<file path="src/rtl/rf_arb_pkg.sv">
// rf_arb_pkg: shared types, constants and helpers for the register-file write-port arbiter
package rf_arb_pkg;
  typedef enum logic {ARB = 1'b0, LOCKED = 1'b1} arb_state_e;
  localparam int STAT_W = 16;
  function automatic int rr_idx_w(input int n);
    return n > 2 ? $clog2(n) : 1;
  endfunction
endpackage

</file>
<file path="src/rtl/rf_wport_arbiter_reg.sv">
// rf_reg: enabled register with synchronous active-high clear, used for every flop in the arbiter
module rf_reg #(
  parameter int W = 1
) (
  input  logic         clk,
  input  logic         rst,
  input  logic         i_en,
  input  logic [W-1:0] i_d,
  output logic [W-1:0] o_q
);
  always_ff @(posedge clk) begin
    if (rst) o_q <= '0;
    else if (i_en) o_q <= i_d;
  end
endmodule

</file>
<file path="src/rtl/rf_wport_arbiter_rr_pick.sv">
// rr_pick: combinational rotating-priority picker; first valid bit at or above i_start, wrapping
module rr_pick #(
  parameter int N  = 3,
  parameter int IW = 2
) (
  input  logic [N-1:0]  i_valid,
  input  logic [IW-1:0] i_start,
  output logic [N-1:0]  o_grant,
  output logic [IW-1:0] o_idx,
  output logic          o_any
);
  // scan from the far end so the candidate closest to i_start is written last and wins
  always_comb begin
    o_idx = '0;
    o_any = 1'b0;
    for (int k = N - 1; k >= 0; k--) begin
      if (i_valid[(int'(i_start) + k) % N]) begin
        o_idx = IW'((int'(i_start) + k) % N);
        o_any = 1'b1;
      end
    end
  end
  assign o_grant = o_any ? (N'(1) << o_idx) : '0;
endmodule

</file>
<file path="src/rtl/rf_wport_arbiter.sv">
// rf_wport_arbiter: round-robin share of the register-file write port with multi-beat lock.
// Define RF_ARB_STATS_EN to build the per-requester saturating starvation counters.
module rf_wport_arbiter
  import rf_arb_pkg::*;
#(
  parameter int N_REQ  = 3,
  parameter int WIDTH  = 32,
  parameter int ADDR_W = 5
) (
  input  logic                      clk,
  input  logic                      rst,
  input  logic [N_REQ-1:0]          req_valid,
  input  logic [N_REQ-1:0]          req_lock,
  input  logic [N_REQ*ADDR_W-1:0]   req_addr,
  input  logic [N_REQ*WIDTH-1:0]    req_data,
  output logic [N_REQ-1:0]          req_ready,
  input  logic                      stall,
  output logic                      rf_we,
  output logic [ADDR_W-1:0]         rf_waddr,
  output logic [WIDTH-1:0]          rf_wdata,
  output logic                      locked,
  output logic [N_REQ*STAT_W-1:0]   stall_cnt
);
  localparam int IW = rr_idx_w(N_REQ);
  logic              r_state;
  logic [IW-1:0]     r_rr, r_owner, w_idx, w_pick_idx, w_rr_nxt;
  logic [N_REQ-1:0]  w_pick_grant;
  logic              w_pick_any, w_in_lock, w_acc, w_lock, w_wr;
  logic [ADDR_W-1:0] w_addr;
  logic [WIDTH-1:0]  w_data;
  arb_state_e        w_state_nxt;
  rr_pick #(.N(N_REQ), .IW(IW)) u_pick (
    .i_valid(req_valid),
    .i_start(r_rr),
    .o_grant(w_pick_grant),
    .o_idx  (w_pick_idx),
    .o_any  (w_pick_any)
  );
  assign w_in_lock = arb_state_e'(r_state) == LOCKED;
  always_comb begin
    req_ready = '0;
    w_idx = w_in_lock ? r_owner : w_pick_idx;
    if (!stall)
      req_ready = w_in_lock ? (req_valid[r_owner] ? (N_REQ'(1) << r_owner) : '0) : w_pick_grant;
  end
  assign w_acc       = |req_ready;
  assign w_lock      = req_lock[w_idx];
  assign w_addr      = req_addr[w_idx*ADDR_W +: ADDR_W];
  assign w_data      = req_data[w_idx*WIDTH +: WIDTH];
  assign w_wr        = w_acc & |w_addr;
  assign w_state_nxt = w_lock ? LOCKED : ARB;
  assign w_rr_nxt    = (w_idx == IW'(N_REQ - 1)) ? '0 : w_idx + 1'b1;
  rf_reg #(.W(1)) u_state (
    .clk, .rst, .i_en(w_acc), .i_d(w_state_nxt), .o_q(r_state)
  );
  rf_reg #(.W(IW)) u_rr (
    .clk, .rst, .i_en(w_acc & ~w_in_lock & w_pick_any), .i_d(w_rr_nxt), .o_q(r_rr)
  );
  rf_reg #(.W(IW)) u_owner (
    .clk, .rst, .i_en(w_acc & ~w_in_lock & w_lock), .i_d(w_idx), .o_q(r_owner)
  );
  rf_reg #(.W(1)) u_we (
    .clk, .rst, .i_en(1'b1), .i_d(w_wr), .o_q(rf_we)
  );
  // address and data only move on a real write so they hold across idle and x0 beats
  rf_reg #(.W(ADDR_W)) u_waddr (
    .clk, .rst, .i_en(w_wr), .i_d(w_addr), .o_q(rf_waddr)
  );
  rf_reg #(.W(WIDTH)) u_wdata (
    .clk, .rst, .i_en(w_wr), .i_d(w_data), .o_q(rf_wdata)
  );
  assign locked = w_in_lock;
`ifdef RF_ARB_STATS_EN
  for (genvar g = 0; g < N_REQ; g++) begin : g_cnt
    logic [STAT_W-1:0] r_cnt;
    rf_reg #(.W(STAT_W)) u_cnt (
      .clk, .rst, .i_en(req_valid[g] & ~req_ready[g] & ~&r_cnt), .i_d(r_cnt + 1'b1), .o_q(r_cnt)
    );
    assign stall_cnt[g*STAT_W +: STAT_W] = r_cnt;
  end
`else
  assign stall_cnt = '0;
`endif
endmodule

</file>
<file path="config.mk">
export PLATFORM = sky130hd
export DESIGN_NAME = rf_wport_arbiter
export DESIGN_NICKNAME = d
export VERILOG_FILES = /design/src/rtl/rf_arb_pkg.sv /design/src/rtl/rf_wport_arbiter_reg.sv /design/src/rtl/rf_wport_arbiter_rr_pick.sv /design/src/rtl/rf_wport_arbiter.sv
export SDC_FILE = /design/constraint.sdc
export NUM_CORES = 1
export LEC_CHECK = 0
export ABC_AREA = 1
export ABC_CLOCK_PERIOD_IN_PS = 4300
export BUFFER_PORTS_ARGS = -buffer_cell sky130_fd_sc_hd__buf_2
export CORE_MARGIN = 3
export CORE_UTILIZATION = 48
export DETAILED_ROUTE_END_ITERATION = 12
export PLACE_DENSITY = 0.88
export SLEW_MARGIN = 10
export SYNTH_ARGS = -nofsm -noshare
export SYNTH_HDL_FRONTEND = slang
export SYNTH_SLANG_ARGS = --single-unit
</file>
<file path="constraint.sdc">
create_clock -name clk -period 4.3 [get_ports clk]
set_input_delay 0.86 -clock clk [delete_from_list [all_inputs] [get_ports clk]]
set_output_delay 0.86 -clock clk [all_outputs]
set_load 0.02 [all_outputs]
</file>
==> results of run 1 <==
-- worst max-delay path, delay by kind of cell, from the launching register on --
kind,cells,cell delay (ns)
adders and majority gates,1,0.39
DFF,1,0.36
AOI/OAI and AO/OA,2,0.26
buffers and inverters,5,1.23
and+or+nand+nor,10,1.16
-- layout make-up --
type	count	area, sq um
tap	96	120
multi-input combinational	431	2270
fill	668	2750
timing repair buffer	164	828
inverter	27	106
clock inverter	2	12.5
clock buffer	6	72.6
sequential	43	861
-- cell usage after synthesis, types with 2 or more instances --
master	n	share of area [%]
nand3_4	2	0.97
o21ai_0	38	5.3
buf_12	3	1.7
a21oi_1	39	5.4
buf_4	49	10
clkbuf_1	13	1.4
nand2_2	4	0.69
nor2_2	32	5.5
nand3_2	3	0.83
nand2_1	79	8.2
buf_2	8	1.1
dfxtp_1	43	24
buf_6	3	0.94
nor3_1	2	0.28
nand3_1	49	6.8
inv_1	21	2.2
nand2_4	4	1.2
nor2_4	30	9.4
nand3b_1	4	0.83
ha_1	3	1.0
inv_2	5	0.52
o21ai_2	2	0.49
nor2_1	84	8.7
-- metrics by stage --
stage	worst slack (ns)	hold WS [ns]	total power [mW]	util, %
2_1_floorplan	1.59	0.468	3.22	-
3_3_place_gp	0.755	0.447	3.57	59.7
3_5_place_dp	0.712	0.453	3.63	59.7
4_1_cts	0.821	0.466	3.90	60.9
5_1_grt	0.490	0.500	4.26	60.9
6_report	0.832	0.468	3.87	60.9
-- state kept, by name (all words and copies together), names as in the netlist --
signal and cells:
u_waddr.o_q 5, u_wdata.o_q 32, u_rr.o_q 2, u_we.o_q 1, u_state.o_q 1, u_owner.o_q 2
-- kinds of logic (layout without fill, tap and decap cells) --
kind of cell | count (synthesis) | after routing | synth area share, %
AO/OA/AOI/OAI | 83 | 83 | 12.2
adder cells (fa/ha/maj) | 3 | 3 | 1.04
buffers and inverters | 103 | 199 | 18.2
flip-flops | 43 | 43 | 23.9
other | 1 | 48 | 0.104
AND/OR/NAND/NOR | 297 | 297 | 44.6
-- metal layers --
layer	up-vias	GRT usage (%)	wire, um
met1	1664	26.2	4000
met3	11	5.28	1010
met2	190	42.2	5020
met5	-	0	0
li1	1876	-	-
met4	0	4.15	117
-- worst max path at each step --
stage,from,endpoint,slack (ns),cells after the start
finish,u_rr.o_q[0]$_SDFFE_PP0P_,u_waddr.o_q[2]$_SDFFE_PP0P_,0.83,18
global route,u_rr.o_q[0]$_SDFFE_PP0P_,u_wdata.o_q[16]$_SDFFE_PP0P_,0.49,20
CTS,u_rr.o_q[0]$_SDFFE_PP0P_,u_waddr.o_q[2]$_SDFFE_PP0P_,0.82,18
detailed placement,req_valid[1],u_waddr.o_q[2]$_SDFFE_PP0P_,0.71,18
global placement,req_valid[1],u_waddr.o_q[1]$_SDFFE_PP0P_,0.75,16
floorplan,req_valid[1],req_ready[1],1.59,12
-- power groups by stage --
stage / Clock [mW] / Sequential [mW] / Combinational [mW]
4_1_cts: 0.261 / 0.690 / 2.95
6_report: 0.256 / 0.690 / 2.93
5_1_grt: 0.277 / 0.707 / 3.28
3_5_place_dp: 0 / 0.698 / 2.93
3_3_place_gp: 0 / 0.696 / 2.87
2_1_floorplan: 0 / 0.843 / 2.38
-- cells in the final DEF, fill, tap and decap left out, types with 4 or more instances in the layout --
cell      count
inv_1        21
nor2_1       84
nor2_2       32
inv_2         5
buf_2       161
nor2_4       30
conb_1       48
nand2_2       4
nand3_1      49
clkbuf_8      5
o21ai_0      38
nand3b_1      4
a21oi_1      39
nand2_1      79
dfxtp_1      43
nand2_4       4
==> impl_metrics.toml, run 1 <==
[min_path]
min_from = "u_waddr.o_q[4]$_SDFFE_PP0P_"
hold_path_depth = 2
min_path_type = "reg2reg"
min_to = "u_waddr.o_q[4]$_SDFFE_PP0P_"

[place]
io_buffers = 161
place_hpwl_mm = 7.70
dpl_cell_area_sq_um = 4190
placed_cells_incl_taps = 761
gp_congestion = 0.877

[sta]
slew_viol_final = 0
finalCritPeriodShare_pct = 80.6
setup_viol = 0
rsz0062_at_grt = "no"
worst_clock_skew_ns = 0.00214
tightest_slew_ns = 1.19
final.setup.tns_ns = 0
max_slew_margin_pct = 20.5
period_minus_slack_ns = 3.47
hold_viol = 0
fmax_mhz = 288

[pwr]
p_comb_share_pct = 75.6
switching_share_pct = 57.6
p_sw_mw = 2.23
clock_power_share_pct = 6.6
ir_drop_mv = 0.514
power.density_nw_per_um2 = 906
power.internal_mw = 1.64
leakagePower_nw = 2.28
seq_power_share_pct = 17.8

[cells_and_area]
instances_no_fill = 769
layout.nets = 795
design_area_sq_um = 4270
area_growth_pct = 18.5
diodes = 0
drive_gt1_share_pct = 38.3

[clock_tree]
cts_root_buffer = "clkbuf_8"
clockBufferDepth = 2
path_clk_slew_ns = 0.08
cts.sinks = 43
insertion_delay_ns = 0.29
cts_setup_buffers = 0
post_cts_resize_count = 0
h-tree-depth = 2
numCtsBuffers = 5
cts_tree = "built"
cts_hold_buf = 0

[routing]
drtIter0Drc = 139
wl_per_cell_um = 13.2
drcViolationCount = 0
viasPerCell = 4.86
dr.pass1.iters = 4
vias = 3741
wl_mm = 10.1
antenna_left = 0

[worst_setup_path]
critPathKind = "reg2reg"
cp.arrival_ns = 3.70
cp_data_required_time_ns = 4.53
slowest_stage = "inv_6"
crit_chain = "inv_1, ha_1, inv_2, nand2_2, nand2_1, nand2_1, nand3_1, nand3_2, o21ai_2, buf_4, inv_2, nand2_1, o211ai_2, nand3_4, nand2_4, inv_6, nor2_1, nor2_1"
startpoint_type = "flip-flop"
critical_path.endpoint_type = "flip-flop"
rrSetupSlack_ns = 0.83
timing.rr.start = "u_rr.o_q[0]$_SDFFE_PP0P_"
cp_max_fo = 38
max_stage_delay_ns = 0.51
reg2reg_depth = 18
worstReg2RegEnd = "u_waddr.o_q[2]$_SDFFE_PP0P_"
cp_common_cell = "nand2_1"

[synthesis]
ys_seq_area_share_pct = 23.9
netlist_instances = 530
syn_area_sq_um = 3610
ys_seq_elements = 43
async_flop_share_pct = 0
synth_ff_type = "dfxtp_1"
syn_avg_cell_area_sq_um = 6.81
ys_warn_count = 0
synth_cell_types = 33
synth-edff-count = 0

[die]
dieArea_sq_um = 8590
fp.coreArea_sq_um = 7020
die_h_um = 92.7
initial_core_util_pct = 51.4
io_pins = 210
die_w_um = 92.7
num_rows = 30

[global_route]
grt_max_degree = 42
track_usage_pct = 22.6
first_global_vias = 3544
grt_overflow = 0
antenna_found_initial = 0
grt_pass1_wl_mm = 16.1

[run_status]
status = "finished, final reports clean"

[job]
max-cap-violations = 0
Note: power is estimated with default switching activity, not from simulation.
==> inputs of run 2 (changes only) <==
--- a/config.mk
+++ b/config.mk
@@ -6,12 +6,12 @@
 export NUM_CORES = 1
 export LEC_CHECK = 0
 export ABC_AREA = 1
-export ABC_CLOCK_PERIOD_IN_PS = 4300
+export ABC_CLOCK_PERIOD_IN_PS = 2800
 export BUFFER_PORTS_ARGS = -buffer_cell sky130_fd_sc_hd__buf_2
 export CORE_MARGIN = 3
-export CORE_UTILIZATION = 48
+export CORE_UTILIZATION = 41
 export DETAILED_ROUTE_END_ITERATION = 12
-export PLACE_DENSITY = 0.88
+export PLACE_DENSITY = 0.8
 export SLEW_MARGIN = 10
 export SYNTH_ARGS = -nofsm -noshare
 export SYNTH_HDL_FRONTEND = slang
==> constraint.sdc (replaced) <==
create_clock -name clk -period 2.8 [get_ports clk]
set_input_delay 0.56 -clock clk [delete_from_list [all_inputs] [get_ports clk]]
set_output_delay 0.56 -clock clk [all_outputs]
set_load 0.02 [all_outputs]
==> run 2 against run 1 <==
  * Sequential power up 54%
  * Highest routed layer is now met5
  * Non-clock buffer count rose by 19
  * Worst hold slack better by 0.0028 ns
  * Register-to-register slack worse by 0.68 ns
  * Critical path depth down 4
  * Largest power group unchanged
==> impl_metrics.toml, run 2 (same netlist as run 1, synthesis figures left out) <==
[run_status]
status = "finished, final reports clean"

[global_route]
top_usage_layer = "met2"
antenna_found_initial = 1
use_met1_pct = 21.7
grt_max_degree = 23
grt_pass1_wl_mm = 16.6
grt_overflow = 0
grt_util_met2_pct = 38.8
track_usage_pct = 20.6
use_met3_pct = 5.42
first_global_vias = 3679

[clock_tree]
cts.sinks = 43
insertion_delay_ns = 0.30
path_clk_slew_ns = 0.09
clockBufferDepth = 2
numCtsBuffers = 5
cts_root_buffer = "clkbuf_8"
cts_tree = "built"
h-tree-depth = 2

[worst_setup_path]
slowest_stage = "dfxtp_2"
max_stage_delay_ns = 0.35
cp_num_buf_inv = 5
critical_path.endpoint_type = "primary output"
reg2reg_depth = 21
cp_data_required_time_ns = 2.24
timing.rr.start = "u_rr.o_q[1]$_SDFFE_PP0P_"
cp_max_fo = 5
cp.arrival_ns = 2.18
startpoint_type = "flip-flop"
crit_chain = "inv_1, ha_2, inv_2, nand2_1, nand3_1, nand2_2, nand2_1, nand2_1, inv_2, nand2_2, nand2_1, or2_4, inv_1, buf_2"
worstReg2RegEnd = "u_waddr.o_q[0]$_SDFFE_PP0P_"
cp_common_cell = "nand2_1"
rrSetupSlack_ns = 0.15
critical_path.top_delay_family = "simple AND/OR/NAND/NOR gates"
critPathKind = "reg2out"

[sta]
period_minus_slack_ns = 2.74
hold_viol = 0
setup_viol = 0
slew_viol_final = 0
worst_clock_skew_ns = 0.0100
layout_setup_ws_ns = 0.0604
fmax_mhz = 365
finalCritPeriodShare_pct = 97.8

[die]
fp.coreArea_sq_um = 8380
die_w_um = 99.8
die_h_um = 99.8
initial_core_util_pct = 43.0
io_pins = 210
num_rows = 33
dieArea_sq_um = 9960

[routing]
drcViolationCount = 0
antenna_left = 0
vias = 3866
dr.pass1.iters = 5
wl_per_cell_um = 13.7
wl_mm = 10.9
drtIter0Drc = 98
viasPerCell = 4.84

[cells_and_area]
most-common-layout-cells = "buf_2, nor2_1, nand2_1, nand3_1, conb_1"
drive_gt1_share_pct = 41.7
largest_register = "u_wdata.o_q"
reg.largest.list = "u_wdata.o_q (32), u_waddr.o_q (5)"
instances_no_fill = 798
layout.nets = 815
fillers = 838
utilization_pct = 54.2
final_common_cell = "buf_2"
area_growth_pct = 25.8
diodes = 0
largest_reg_flops = 32

[place]
placed_cells_incl_taps = 784
place_hpwl_mm = 8.47
post-place-ws_ns = 0.0650
io_buffers = 161
gp_congestion = 0.906

[min_path]
min_from = "u_waddr.o_q[3]$_SDFFE_PP0P_"
min_to = "u_waddr.o_q[3]$_SDFFE_PP0P_"
hold_path_depth = 2
min_path_type = "reg2reg"

[pwr]
finalPower_mw = 6.54
leakagePower_nw = 2.40
power.density_nw_per_um2 = 1440
ir_drop_mv = 0.791

[job]
max-cap-violations = 0
## run 2: changes by cell type in the layout (fill, tap and decap cells not counted), sizes merged
cell / delta
clkbuf: -1
nor2: +1
clkinvlp: -1
clkinv: +1
bufinv: +1
buf: +19
## run 2: worst max-delay path by stage
stage,from,end,slack [ns],depth (start not counted)
floorplan,u_rr.o_q[0]$_SDFFE_PP0P_,u_wdata.o_q[0]$_SDFFE_PP0P_,0.47,21
global placement,u_rr.o_q[0]$_SDFFE_PP0P_,u_waddr.o_q[1]$_SDFFE_PP0P_,0.24,21
detailed placement,u_rr.o_q[0]$_SDFFE_PP0P_,u_waddr.o_q[2]$_SDFFE_PP0P_,0.06,21
CTS,u_rr.o_q[1]$_SDFFE_PP0P_,req_ready[0],0.004,13
global route,u_rr.o_q[1]$_SDFFE_PP0P_,req_ready[0],-0.07,14
finish,u_rr.o_q[1]$_SDFFE_PP0P_,req_ready[0],0.06,14
## run 2: layer usage
| metal | vias to the layer above | routed length [um] |
|---|---|---|
| met2 | 217 | 5500 |
| met1 | 1693 | 4090 |
| met4 | 2 | 255 |
| met3 | 29 | 1060 |
| li1 | 1925 | - |
| met5 | - | 13 |
## run 2: area by class of cell
| class | count | area [sq um] | share of cell area (%) |
|---|---|---|---|
| inverters | 27 | 106 | 2.34 |
| flip-flops and latches | 43 | 863 | 19.0 |
| clock buffers | 5 | 68.8 | 1.52 |
| well taps | 105 | 131 | 2.89 |
| repair buffers | 183 | 1000 | 22.1 |
| clock inverters | 3 | 43.8 | 0.965 |
| multi-input cells | 432 | 2320 | 51.2 |
## run 2: what timing repair did
action | in CTS | in global routing
setup buffers | 0 | 5
endpoints found under the setup margin | 2 | 39
cloned | 0 | 1
hold buffers | 0 | 0
pin swaps | 0 | 4
resized for setup | 1 | 12
## run 2: report_power, final
group | total, mW | switching (mW) | leakage (nW) | internal (mW)
Combinational | 4.98 | 3.15 | 1.99 | 1.83
Clock | 0.496 | 0.230 | 0.0581 | 0.266
Sequential | 1.06 | 0.203 | 0.357 | 0.857
Total | 6.54 | 3.59 | 2.40 | 2.95
## run 2: through the flow
stage / setup TNS (ns) / area [sq um] / hold WS (ns)
global route: -0.829 / 4540 / 0.467
detailed placement: 0 / 4330 / 0.456
floorplan: 0 / 3780 / 0.468
finish: 0 / 4540 / 0.471
global placement: 0 / 4330 / 0.447
CTS: 0 / 4460 / 0.465
## run 2: tightest hold or removal path, stage by stage, from the launching register on
cell     delay [ns]
dfxtp_1        0.32
nand2_1        0.06
a21oi_1        0.05
